==> config.mk <==
export PLATFORM = sky130hd
export DESIGN_NAME = fetch_queue
export DESIGN_NICKNAME = d
export VERILOG_FILES = /design/src/rtl/fetch_pkg.sv /design/src/rtl/fetch_queue_mem.sv /design/src/rtl/fetch_queue.sv
export SDC_FILE = /design/constraint.sdc
export NUM_CORES = 1
export LEC_CHECK = 0
export BUFFER_PORTS_ARGS = -buffer_cell sky130_fd_sc_hd__buf_2
export CORE_ASPECT_RATIO = 1.25
export CORE_MARGIN = 2
export CORE_UTILIZATION = 29
export CTS_CLUSTER_SIZE = 8
export DETAILED_ROUTE_END_ITERATION = 12
export PLACE_DENSITY_LB_ADDON = 0.25
export SKIP_CTS_REPAIR_TIMING = 1
export SYNTH_ARGS = -nofsm -noshare
export SYNTH_HDL_FRONTEND = slang
export SYNTH_HIERARCHICAL = 1
export SYNTH_SLANG_ARGS = --single-unit
export TNS_END_PERCENT = 10
==> constraint.sdc <==
create_clock -name clk -period 7.5 [get_ports clk]
set_input_delay 0.375 -clock clk [delete_from_list [all_inputs] [get_ports clk]]
set_output_delay 0.375 -clock clk [all_outputs]
set_load 0.01 [all_outputs]
==> src/rtl/fetch_pkg.sv <==
// Shared types and constants for the instruction prefetch queue.
package fetch_pkg;

    localparam logic [31:0] NOP_INST     = 32'h0000_0000;
    localparam logic [31:0] SYSCALL_INST = 32'h0000_000c;

    typedef struct packed {
        logic [31:0] pc;
        logic [31:0] inst;
    } fetch_entry_t;

endpackage

==> src/rtl/fetch_queue_mem.sv <==
// Entry storage for fetch_queue: one synchronous write port, one asynchronous read port.
module fetch_queue_mem
    import fetch_pkg::*;
#(
    parameter int DEPTH = 4,
    parameter int AW    = $clog2(DEPTH)
) (
    input  logic               clk,
    input  logic               i_we,
    input  logic [AW-1:0]      i_waddr,
    input  fetch_entry_t       i_wdata,
    input  logic [AW-1:0]      i_raddr,
    output fetch_entry_t       o_rdata
);

    fetch_entry_t r_mem [DEPTH];

    always_ff @(posedge clk) begin
        if (i_we) begin
            r_mem[i_waddr] <= i_wdata;
        end
    end

    // Head must be visible in the same cycle decode samples it.
    assign o_rdata = r_mem[i_raddr];

endmodule

==> src/rtl/fetch_queue.sv <==
// Fetch-to-decode prefetch queue with flush, NOP bubbles and sticky syscall halt.
// Optional same-cycle bypass when empty is enabled by defining FETCH_QUEUE_BYPASS_EN.
module fetch_queue
    import fetch_pkg::*;
#(
    parameter int DEPTH = 4,
    parameter int AW    = $clog2(DEPTH)
) (
    input  logic        clk,
    input  logic        reset,
    input  logic        in_valid,
    input  logic [31:0] in_pc,
    input  logic [31:0] in_inst,
    output logic        in_ready,
    input  logic        flush,
    output logic        out_valid,
    output logic [31:0] out_pc,
    output logic [31:0] out_inst,
    output logic        out_is_nop,
    input  logic        out_ready,
    output logic        halted
);

    localparam logic [AW:0] FULL_COUNT = (AW+1)'(DEPTH);

    logic [AW-1:0] r_wr_ptr;
    logic [AW-1:0] r_rd_ptr;
    logic [AW:0]   r_count;
    logic          r_halted;

    logic          w_empty;
    logic          w_full;
    logic          w_bypass;
    logic          w_pop;
    logic          w_mem_push;
    logic          w_mem_pop;
    fetch_entry_t  w_wdata;
    fetch_entry_t  w_head;

    assign w_empty = (r_count == '0);
    assign w_full  = (r_count == FULL_COUNT);

`ifdef FETCH_QUEUE_BYPASS_EN
    assign w_bypass = w_empty & in_valid & ~flush & ~r_halted;
`else
    assign w_bypass = 1'b0;
`endif

    assign w_wdata = '{pc: in_pc, inst: in_inst};

    fetch_queue_mem #(
        .DEPTH (DEPTH),
        .AW    (AW)
    ) u_mem (
        .clk     (clk),
        .i_we    (w_mem_push),
        .i_waddr (r_wr_ptr),
        .i_wdata (w_wdata),
        .i_raddr (r_rd_ptr),
        .o_rdata (w_head)
    );

    assign in_ready  = ~w_full & ~r_halted;
    assign out_valid = (~w_empty & ~r_halted) | w_bypass;

    always_comb begin
        out_pc   = 32'h0;
        out_inst = NOP_INST;
        if (w_bypass) begin
            out_pc   = in_pc;
            out_inst = in_inst;
        end else if (out_valid) begin
            out_pc   = w_head.pc;
            out_inst = w_head.inst;
        end
    end

    assign out_is_nop = ~out_valid;
    assign halted     = r_halted;

    // A bypassed entry consumed in the same cycle never touches storage.
    assign w_pop      = out_valid & out_ready & ~flush;
    assign w_mem_pop  = w_pop & ~w_bypass;
    assign w_mem_push = in_valid & in_ready & ~flush & ~(w_bypass & out_ready);

    always_ff @(posedge clk) begin
        if (reset || flush) begin
            r_wr_ptr <= '0;
            r_rd_ptr <= '0;
            r_count  <= '0;
        end else begin
            if (w_mem_push) begin
                r_wr_ptr <= r_wr_ptr + 1'b1;
            end
            if (w_mem_pop) begin
                r_rd_ptr <= r_rd_ptr + 1'b1;
            end
            case ({w_mem_push, w_mem_pop})
                2'b10:   r_count <= r_count + 1'b1;
                2'b01:   r_count <= r_count - 1'b1;
                default: r_count <= r_count;
            endcase
        end
    end

    // Halt survives flush; only reset clears it.
    always_ff @(posedge clk) begin
        if (reset) begin
            r_halted <= 1'b0;
        end else if (w_pop && out_inst == SYSCALL_INST) begin
            r_halted <= 1'b1;
        end
    end

endmodule

==> impl_metrics.tcl, run 1 <==
set metrics [dict create \
    syn_area_sq_um 10400 \
    cp-end-kind "output port" \
    syn_inst 480 \
    synth_top_area_frac 0.742 \
    hold_viol_final 0 \
    grt_pass1_vias 6015 \
    peakVddDrop_mv 0.123 \
    required_ns 7.12 \
    synth_flop_cell "edfxtp_1" \
    synth_area_leader_cell "edfxtp_1" \
    portBuffers 136 \
    crit_type "register to output port" \
    syn-num-nets 551 \
    synth_area_leaders "edfxtp_1, mux4_2, and3_1" \
    rsz0062_at_grt "false" \
    tritoncts "built" \
    initial_utilization 0.294 \
    worst_path_max_delay_cell "dfxtp_4" \
    hpwl_microns 13500 \
    cts_sinks 264 \
    drv_slew 0 \
    critical-path-max-stage-delay_ns 0.78 \
    hold_path.class "input pin to register" \
    root_buffer "clkbuf_16" \
    io_pins 137 \
    fmax_mhz 289 \
    via_per_inst 4.66 \
    yosysMostFrequentCell "edfxtp_1" \
    dieArea_sq_um 37300 \
    insertion_delay_ns 0.51 \
    ys_warn_count 6 \
    start_kind "register" \
    die_h_microns 215 \
    ys_seq_elements 264 \
    area_growth_pct 21.4 \
    drive_above_1_share 0.382 \
    vias 5333 \
    ant_nets 0 \
    drv_cap 0 \
    fp.dieW_microns 173 \
    placed_cells 1067 \
    synth_common_cells "edfxtp_1, and3_1, mux4_2" \
    place_congestion 0.672 \
    grt_max_degree 67 \
    status "completed" \
    crit_arrival_ns 3.08 \
    tightest_slew_ns 1.12 \
    synth-edff-count 256 \
    slew_headroom 0.252 \
    final.setup_skew_ns 0.00881 \
    ys_async_sr_fraction 0 \
    htree_levels 2 \
    overflow 0 \
    path_cells "buf_4, mux4_1, nand3_1, inv_1, buf_2" \
    coreArea_sq_um 35300 \
    num-nets-final 705 \
    crit_path_max_fanout 37 \
    placed_area_sq_um 11400 \
    drt_iter0_markers 313 \
    worst_path_dominant_cell_family "buffers and inverters" \
    grt_pass1_wl_microns 36000 \
    yosysUniqueCellTypes 33 \
    antenna_found_initial 7 \
    fin_crit_ns 3.46 \
    placementRows 77 \
    wirelength_microns 23700 \
    first_pass_iters 4 \
    dp_worst_setup_slack_ns 4.16 \
    clk_path_buf_depth 3 \
    design_area_sq_um 12600 \
    synth_area_per_cell_sq_um 21.6 \
    numCtsBuffers 39 \
    finalCritPeriodShare 0.461 \
    stdcell_count 1144 \
    clk_pin_slew_worst_paths_ns 0.05 \
    synth_seq_area_share 0.757 \
    track_usage 0.128 \
    fin_tns_setup_ns 0 \
    setup_violations 0 \
    fin_ws_ns 4.04 \
    avgRoutedWirePerCell_microns 20.7 \
    p_per_area_nw_per_um2 267 \
    path_buf_inv 3 \
    p_leak_uw 0.00442 \
    drc 0 \
]
## where the power goes
group / switching, uW / total [uW] / internal (uW)
logic: 63.9 / 111 / 46.7
clock network: 599 / 1590 / 996
registers: 5.77 / 1650 / 1640
total: 668 / 3350 / 2690
## logic make-up (layout without fill, tap and decap cells)
kind of cell               Yosys count  in the layout  synth area share
AOI/OAI and AO/OA                    8              8           0.00543
xor gates and xnor gates             2              2           0.00169
adders and majority gates            2              2           0.00314
buffers and inverters               35            220            0.0287
DFF                                264            264             0.757
muxes                               66             66             0.142
other                                0              5                 0
and+or+nand+nor                    103            103            0.0613
## per-stage QoR
step	util	hold WS (ns)	total power [uW]
2_1_floorplan	-	0.443	1730
3_3_place_gp	0.324	0.489	1780
3_5_place_dp	0.324	0.506	1790
4_1_cts	0.357	0.0415	3420
5_1_grt	0.357	0.0548	3480
6_report	0.357	0.0688	3350
## worst register-to-register path: stages, from the launching register on
cell and delay [ns]:
dfxtp_4 0.78, buf_4 0.71, mux4_2 0.64, nor4_1 0.39
nand4_1 0.23, o41ai_2 0.35
## path summary, 6_finish.rpt
path	from	end	slack (ns)	depth (start not counted)
setup / recovery	r_rd_ptr[0]	out_inst[2]	4.04	5
hold / removal	in_inst[10]	u_mem/r_mem[0][10]	0.07	1
setup reg to reg	r_rd_ptr[0]	halted	4.31	5
hold reg to reg	r_count[2]	r_count[2]	0.51	2
## sequential cells by signal (all words and copies together) (netlist names)
| name | cells |
|---|---|
| halted | 1 |
| r_count | 3 |
| r_rd_ptr | 2 |
| r_wr_ptr | 2 |
| u_mem/r_mem | 256 |
## cell usage in the layout, fill, tap and decap left out, types with 5 or more instances in the layout
| cell type | n |
|---|---|
| edfxtp_1 | 256 |
| nor2_1 | 7 |
| inv_1 | 6 |
| dfxtp_1 | 6 |
| diode_2 | 5 |
| clkbuf_1 | 29 |
| mux4_2 | 60 |
| and3_1 | 63 |
| clkbuf_16 | 40 |
| buf_4 | 5 |
| nor4_1 | 6 |
| buf_2 | 136 |
## final cells by class
class | count | area, sq um
antenna | 5 | 12.5
multi-input combinational | 181 | 2240
clock inverter | 3 | 33.8
sequential | 264 | 7860
tap | 474 | 593
timing repair buffer | 141 | 718
clock buffer | 69 | 1110
inverter | 7 | 26.3
fill | 3378 | 22700
## layer usage
layer  up-vias  GRT usage  part of all wire
met3        45     0.0354             0.060
met1      2796      0.151              0.40
li1       2333          -                 -
met5         -          0            0.0015
met2       153      0.221              0.51
met4         6     0.0494             0.026
(Power assumes the default switching activity.)
==> inputs of run 2 (changes only) <==
- clock period: 7.5 -> 3.3 ns (I/O delays scaled with it)
==> impl_metrics.tcl, run 2 (synthesis gave the netlist of run 1 again) <==
set metrics [dict create \
    status "completed" \
    combPwrFrac 0.043 \
    final_cell_mix "edfxtp_1, buf_2, dlygate4sd3_1" \
    hold_viol_final 0 \
    drv_cap 0 \
    hpwl_microns 14700 \
    wl_met2_microns 12400 \
    cp-end-kind "output port" \
    first_pass_iters 4 \
    die_h_microns 215 \
    via_per_inst 4.57 \
    insertion_delay_ns 0.52 \
    io_pins 137 \
    r2r-start "r_rd_ptr[0]" \
    tightest_slew_ns 0.785 \
    r2r-end "halted" \
    p_sw_uw 1500 \
    crit_path_max_fanout 37 \
    setup_violations 0 \
    crit_arrival_ns 2.78 \
    drt_iter0_markers 299 \
    p_sw_frac 0.197 \
    fin_crit_ns 2.94 \
    crit_type "register to output port" \
    fillers 3295 \
    initial_utilization 0.294 \
    num-nets-final 781 \
    final_common_cell "edfxtp_1" \
    n_antenna_cell 0 \
    fin_tns_setup_ns 0 \
    track_usage 0.128 \
    reg2reg_slack_ns 0.61 \
    dr.max_layer_used "met4" \
    grt_max_degree 46 \
    place_congestion 0.676 \
    worstRegToRegCells 5 \
    p_per_area_nw_per_um2 571 \
    clockPowerShare 0.464 \
    drc 0 \
    fp.dieW_microns 173 \
    largest-register "u_mem/r_mem" \
    htree_levels 2 \
    dieArea_sq_um 37300 \
    numCtsBuffers 39 \
    area_growth_pct 28.4 \
    portBuffers 136 \
    avgRoutedWirePerCell_microns 20.3 \
    slew_headroom 0.477 \
    final.setup_skew_ns 0.0240 \
    fmax_mhz 340 \
    whs_endpoint "r_wr_ptr[0]" \
    ant_nets 0 \
    drv_slew 0 \
    sequentialPowerShare 0.493 \
    clk_pin_slew_worst_paths_ns 0.06 \
    wirelength_microns 24400 \
    peakVddDrop_mv 0.307 \
    required_ns 3.13 \
    min_path_cells 4 \
    largest_reg_flops 256 \
    top_regs "u_mem/r_mem x256, r_count x3" \
    antenna_found_initial 0 \
    root_buffer "clkbuf_16" \
    routed-wl-met3_microns 1330 \
    hold_path_startpoint "in_valid" \
    rsz0062_at_grt "false" \
    drive_above_1_share 0.361 \
    finalCritPeriodShare 0.892 \
    p_int_uw 6100 \
    p_leak_uw 0.00474 \
    finalPower_uw 7600 \
    cts_sinks 264 \
    clk_path_buf_depth 3 \
    hold_path.class "input pin to register" \
    placementRows 77 \
    tritoncts "built" \
    grt_pass1_wl_microns 35800 \
    coreArea_sq_um 35300 \
    vias 5496 \
    overflow 0 \
    wl_met1_microns 10300 \
    start_kind "register" \
    grt_pass1_vias 5747 \
]
[run 2: cell types whose count changed in the layout (fill, tap and decap cells not counted), moves of 3 or more]
| cell | change |
|---|---|
| dlygate4sd3_1 | +67 |
| diode_2 | -5 |
| buf_12 | +3 |
| buf_4 | +6 |
| clkbuf_1 | -13 |
[run 2: stage by stage]
step	cell area [sq um]	utilization	hold slack (ns)	setup slack [ns]	std cells
final	13300	0.377	0.151	0.358	1202
after global routing	13300	0.377	0.148	0.112	1202
after CTS	12600	0.358	-0.165	0.228	1135
after detailed placement	11500	0.327	0.384	0.507	1076
after global placement	11500	0.327	0.375	0.638	1076
after floorplan	10400	-	0.264	0.185	480
[run 2: worst max-delay path by stage]
| stage | to | slack, ns | cells after the start | from |
|---|---|---|---|---|
| after detailed placement | halted | 0.51 | 5 | r_rd_ptr[0] |
| after floorplan | u_mem/r_mem[0][0] | 0.19 | 4 | halted |
| after global placement | halted | 0.64 | 5 | r_rd_ptr[0] |
| after CTS | out_inst[0] | 0.23 | 4 | r_rd_ptr[0] |
| final | out_inst[0] | 0.36 | 4 | r_rd_ptr[0] |
| after global routing | out_inst[0] | 0.11 | 4 | r_rd_ptr[0] |
[run 2: power by group through the flow]
stage          sequential (uW)  clock, uW  combinational (uW)
6_report                  3750       3530                 323
5_1_grt                   3750       3760                 353
4_1_cts                   3750       3630                 264
3_5_place_dp              3810          0                 263
3_3_place_gp              3810          0                 253
2_1_floorplan             3810          0                 129
[run 2: metal layers]
metal,up-vias,global-route usage
li1,2462,-
met1,2858,0.158
met2,153,0.219
met3,23,0.0377
met4,0,0.0367
met5,-,0
[run 2: final cells by class]
cell class                      count  area, sq um  share of cell area
Sequential cell                   264         7860               0.590
Multi-Input combinational cell    181         2240               0.169
Timing Repair Buffer              217         1490               0.112
Clock buffer                       56         1060              0.0797
Tap cell                          474          593              0.0446
Clock inverter                      3         33.8             0.00254
Inverter                            7         26.3             0.00197
[run 2: critical path: stages (launching register included)]
cell and delay (ns):
dfxtp_4 0.82, buf_4 0.43, mux4_1 0.64, and3_1 0.21, buf_2 0.15
==> inputs of run 3 (changes only) <==
- ABC_AREA: unset -> 1
==> impl_metrics.tcl, run 3 <==
set metrics [dict create \
    yosysUniqueCellTypes 31 \
    synth-compound-area-share 0.0121 \
    peakVddDrop_mv 0.284 \
    r2r-start "r_rd_ptr[0]" \
    crit_arrival_ns 2.50 \
    overflow 0 \
    setup_violations 0 \
    final_cell_mix "inv_1, nand2_1, edfxtp_1" \
    area_growth_pct 25.1 \
    dieArea_sq_um 42700 \
    die_h_microns 231 \
    placementRows 83 \
    wirelength_microns 29700 \
    clk_pin_slew_worst_paths_ns 0.05 \
    worst_path_max_delay_cell "buf_4" \
    regArea_sq_um 7860 \
    syn-num-nets 1307 \
    fillers 4093 \
    p_leak_uw 0.00703 \
    ys_warn_count 6 \
    synthSimpleGateAreaFrac 0.191 \
    synth_top_area_frac 0.645 \
    synth_area_leaders "edfxtp_1, inv_1, nand2_1" \
    p_per_area_nw_per_um2 515 \
    p_sw_uw 1630 \
    combPwrFrac 0.056 \
    fmax_mhz 376 \
    synth_area_per_cell_sq_um 9.64 \
    fin_tns_setup_ns 0 \
    coreArea_sq_um 40800 \
    ys_seq_elements 264 \
    crit_type "register to output port" \
    tritoncts "built" \
    avgRoutedWirePerCell_microns 14.8 \
    final.setup_skew_ns 0.0155 \
    start_kind "register" \
    synth_flop_cell "edfxtp_1" \
    synth_adder_area_share 0.00273 \
    sequentialPowerShare 0.488 \
    htree_levels 2 \
    muxShareOfSynthArea 0 \
    synth_top_family_by_area "simple AND/OR/NAND/NOR gates" \
    drv_slew 0 \
    final_common_cell "inv_1" \
    fp.dieW_microns 185 \
    syn_area_sq_um 11900 \
    slew_headroom 0.547 \
    multi_input_area_sq_um 2500 \
    numCtsBuffers 38 \
    drt_iter0_markers 467 \
    ys_async_sr_fraction 0 \
    critical-path-max-stage-delay_ns 0.53 \
    yosysMostFrequentCell "inv_1" \
    drv_cap 0 \
    num-nets-final 1517 \
    grt_pass1_wl_microns 45300 \
    largest_reg_flops 256 \
    fin_crit_ns 2.66 \
    first_pass_iters 5 \
    clk_path_buf_depth 3 \
    via_per_inst 4.12 \
    p_sw_frac 0.212 \
    rsz0062_at_grt "false" \
    antenna_found_initial 0 \
    status "completed" \
    reg2reg_slack_ns 0.94 \
    hpwl_microns 18400 \
    portBuffers 136 \
    insertion_delay_ns 0.52 \
    finalCritPeriodShare 0.806 \
    finalPower_uw 7670 \
    hold_viol_final 0 \
    cts_sinks 264 \
    synth_seq_area_share 0.659 \
    hold_path.class "input pin to register" \
    synth-edff-count 256 \
    clockPowerShare 0.456 \
    synth_area_leader_cell "edfxtp_1" \
    synth_xor_area_frac 0.000735 \
    synth_common_cells "inv_1, nand2_1, edfxtp_1" \
    p_int_uw 6050 \
    syn_inst 1236 \
    tightest_slew_ns 0.679 \
    drc 0 \
    cp_common_cell "nand2_1" \
    required_ns 3.13 \
    io_pins 137 \
    largest-register "u_mem/r_mem" \
    drive_above_1_share 0.144 \
    crit_path_max_fanout 62 \
    grt_max_degree 130 \
    grt_pass1_vias 7855 \
    hold_path_startpoint "flush" \
    initial_utilization 0.292 \
    ant_nets 0 \
    vias 8302 \
    critPathLaunch "r_rd_ptr[0]" \
    root_buffer "clkbuf_16" \
    path_cells "inv_4, buf_4, nand2_1, nand3_1, nand2_1, inv_1, nor2_1, buf_2" \
    place_congestion 0.765 \
    top_regs "u_mem/r_mem x256, r_count x3" \
    cp-end-kind "output port" \
    track_usage 0.139 \
    n_antenna_cell 0 \
]
## run 3: cell families after synthesis
logic type / Yosys count
buf+inv: 394
simple gates: 553
xor+xnor: 1
compound gates: 22
fa+ha+maj: 2
flops: 264
## run 3: area by class of cell
cell class | instances | share of cell area
clock buffers | 54 | 0.0693
clock inverters | 2 | 0.00218
inverters | 344 | 0.0868
multi-input cells | 578 | 0.168
flip-flops and latches | 264 | 0.527
well taps | 552 | 0.0463
repair buffers | 220 | 0.101
## run 3: power by group through the flow
| stage | clock, uW | combinational [uW] | sequential, uW |
|---|---|---|---|
| 5_1_grt | 3730 | 484 | 3750 |
| 2_1_floorplan | 0 | 196 | 3810 |
| 3_3_place_gp | 0 | 375 | 3810 |
| 6_report | 3500 | 430 | 3750 |
| 4_1_cts | 3600 | 379 | 3750 |
| 3_5_place_dp | 0 | 378 | 3810 |
## run 3: per-stage QoR
stage | worst slack, ns | instances | util | hold WS [ns] | instance area, sq um
after global routing | 0.430 | 2014 | 0.365 | 0.0800 | 14900
after CTS | 0.572 | 1949 | 0.349 | -0.171 | 14300
after detailed placement | 0.908 | 1893 | 0.323 | 0.381 | 13200
final | 0.639 | 2014 | 0.365 | 0.0590 | 14900
after global placement | 0.932 | 1893 | 0.323 | 0.383 | 13200
after floorplan | -0.704 | 1236 | - | 0.227 | 11900
## run 3: worst max-delay path: cells and delay by family (launching register included)
family | cells | cell delay, ns
flops | 1 | 0.36
buf+inv | 4 | 1.24
simple gates | 4 | 0.35
## run 3: final timing paths
path	cells after the start	endpoint
max	8	out_inst[22]
min	3	r_count[0]
max reg2reg	12	halted
min reg2reg	2	r_count[0]
## run 3: per-layer routing
layer,vias up,GRT usage,part of all wire
met4,0,0.0501,0.022
met5,-,0,0
met3,48,0.0208,0.040
met1,3903,0.168,0.42
li1,4193,-,-
met2,158,0.250,0.52
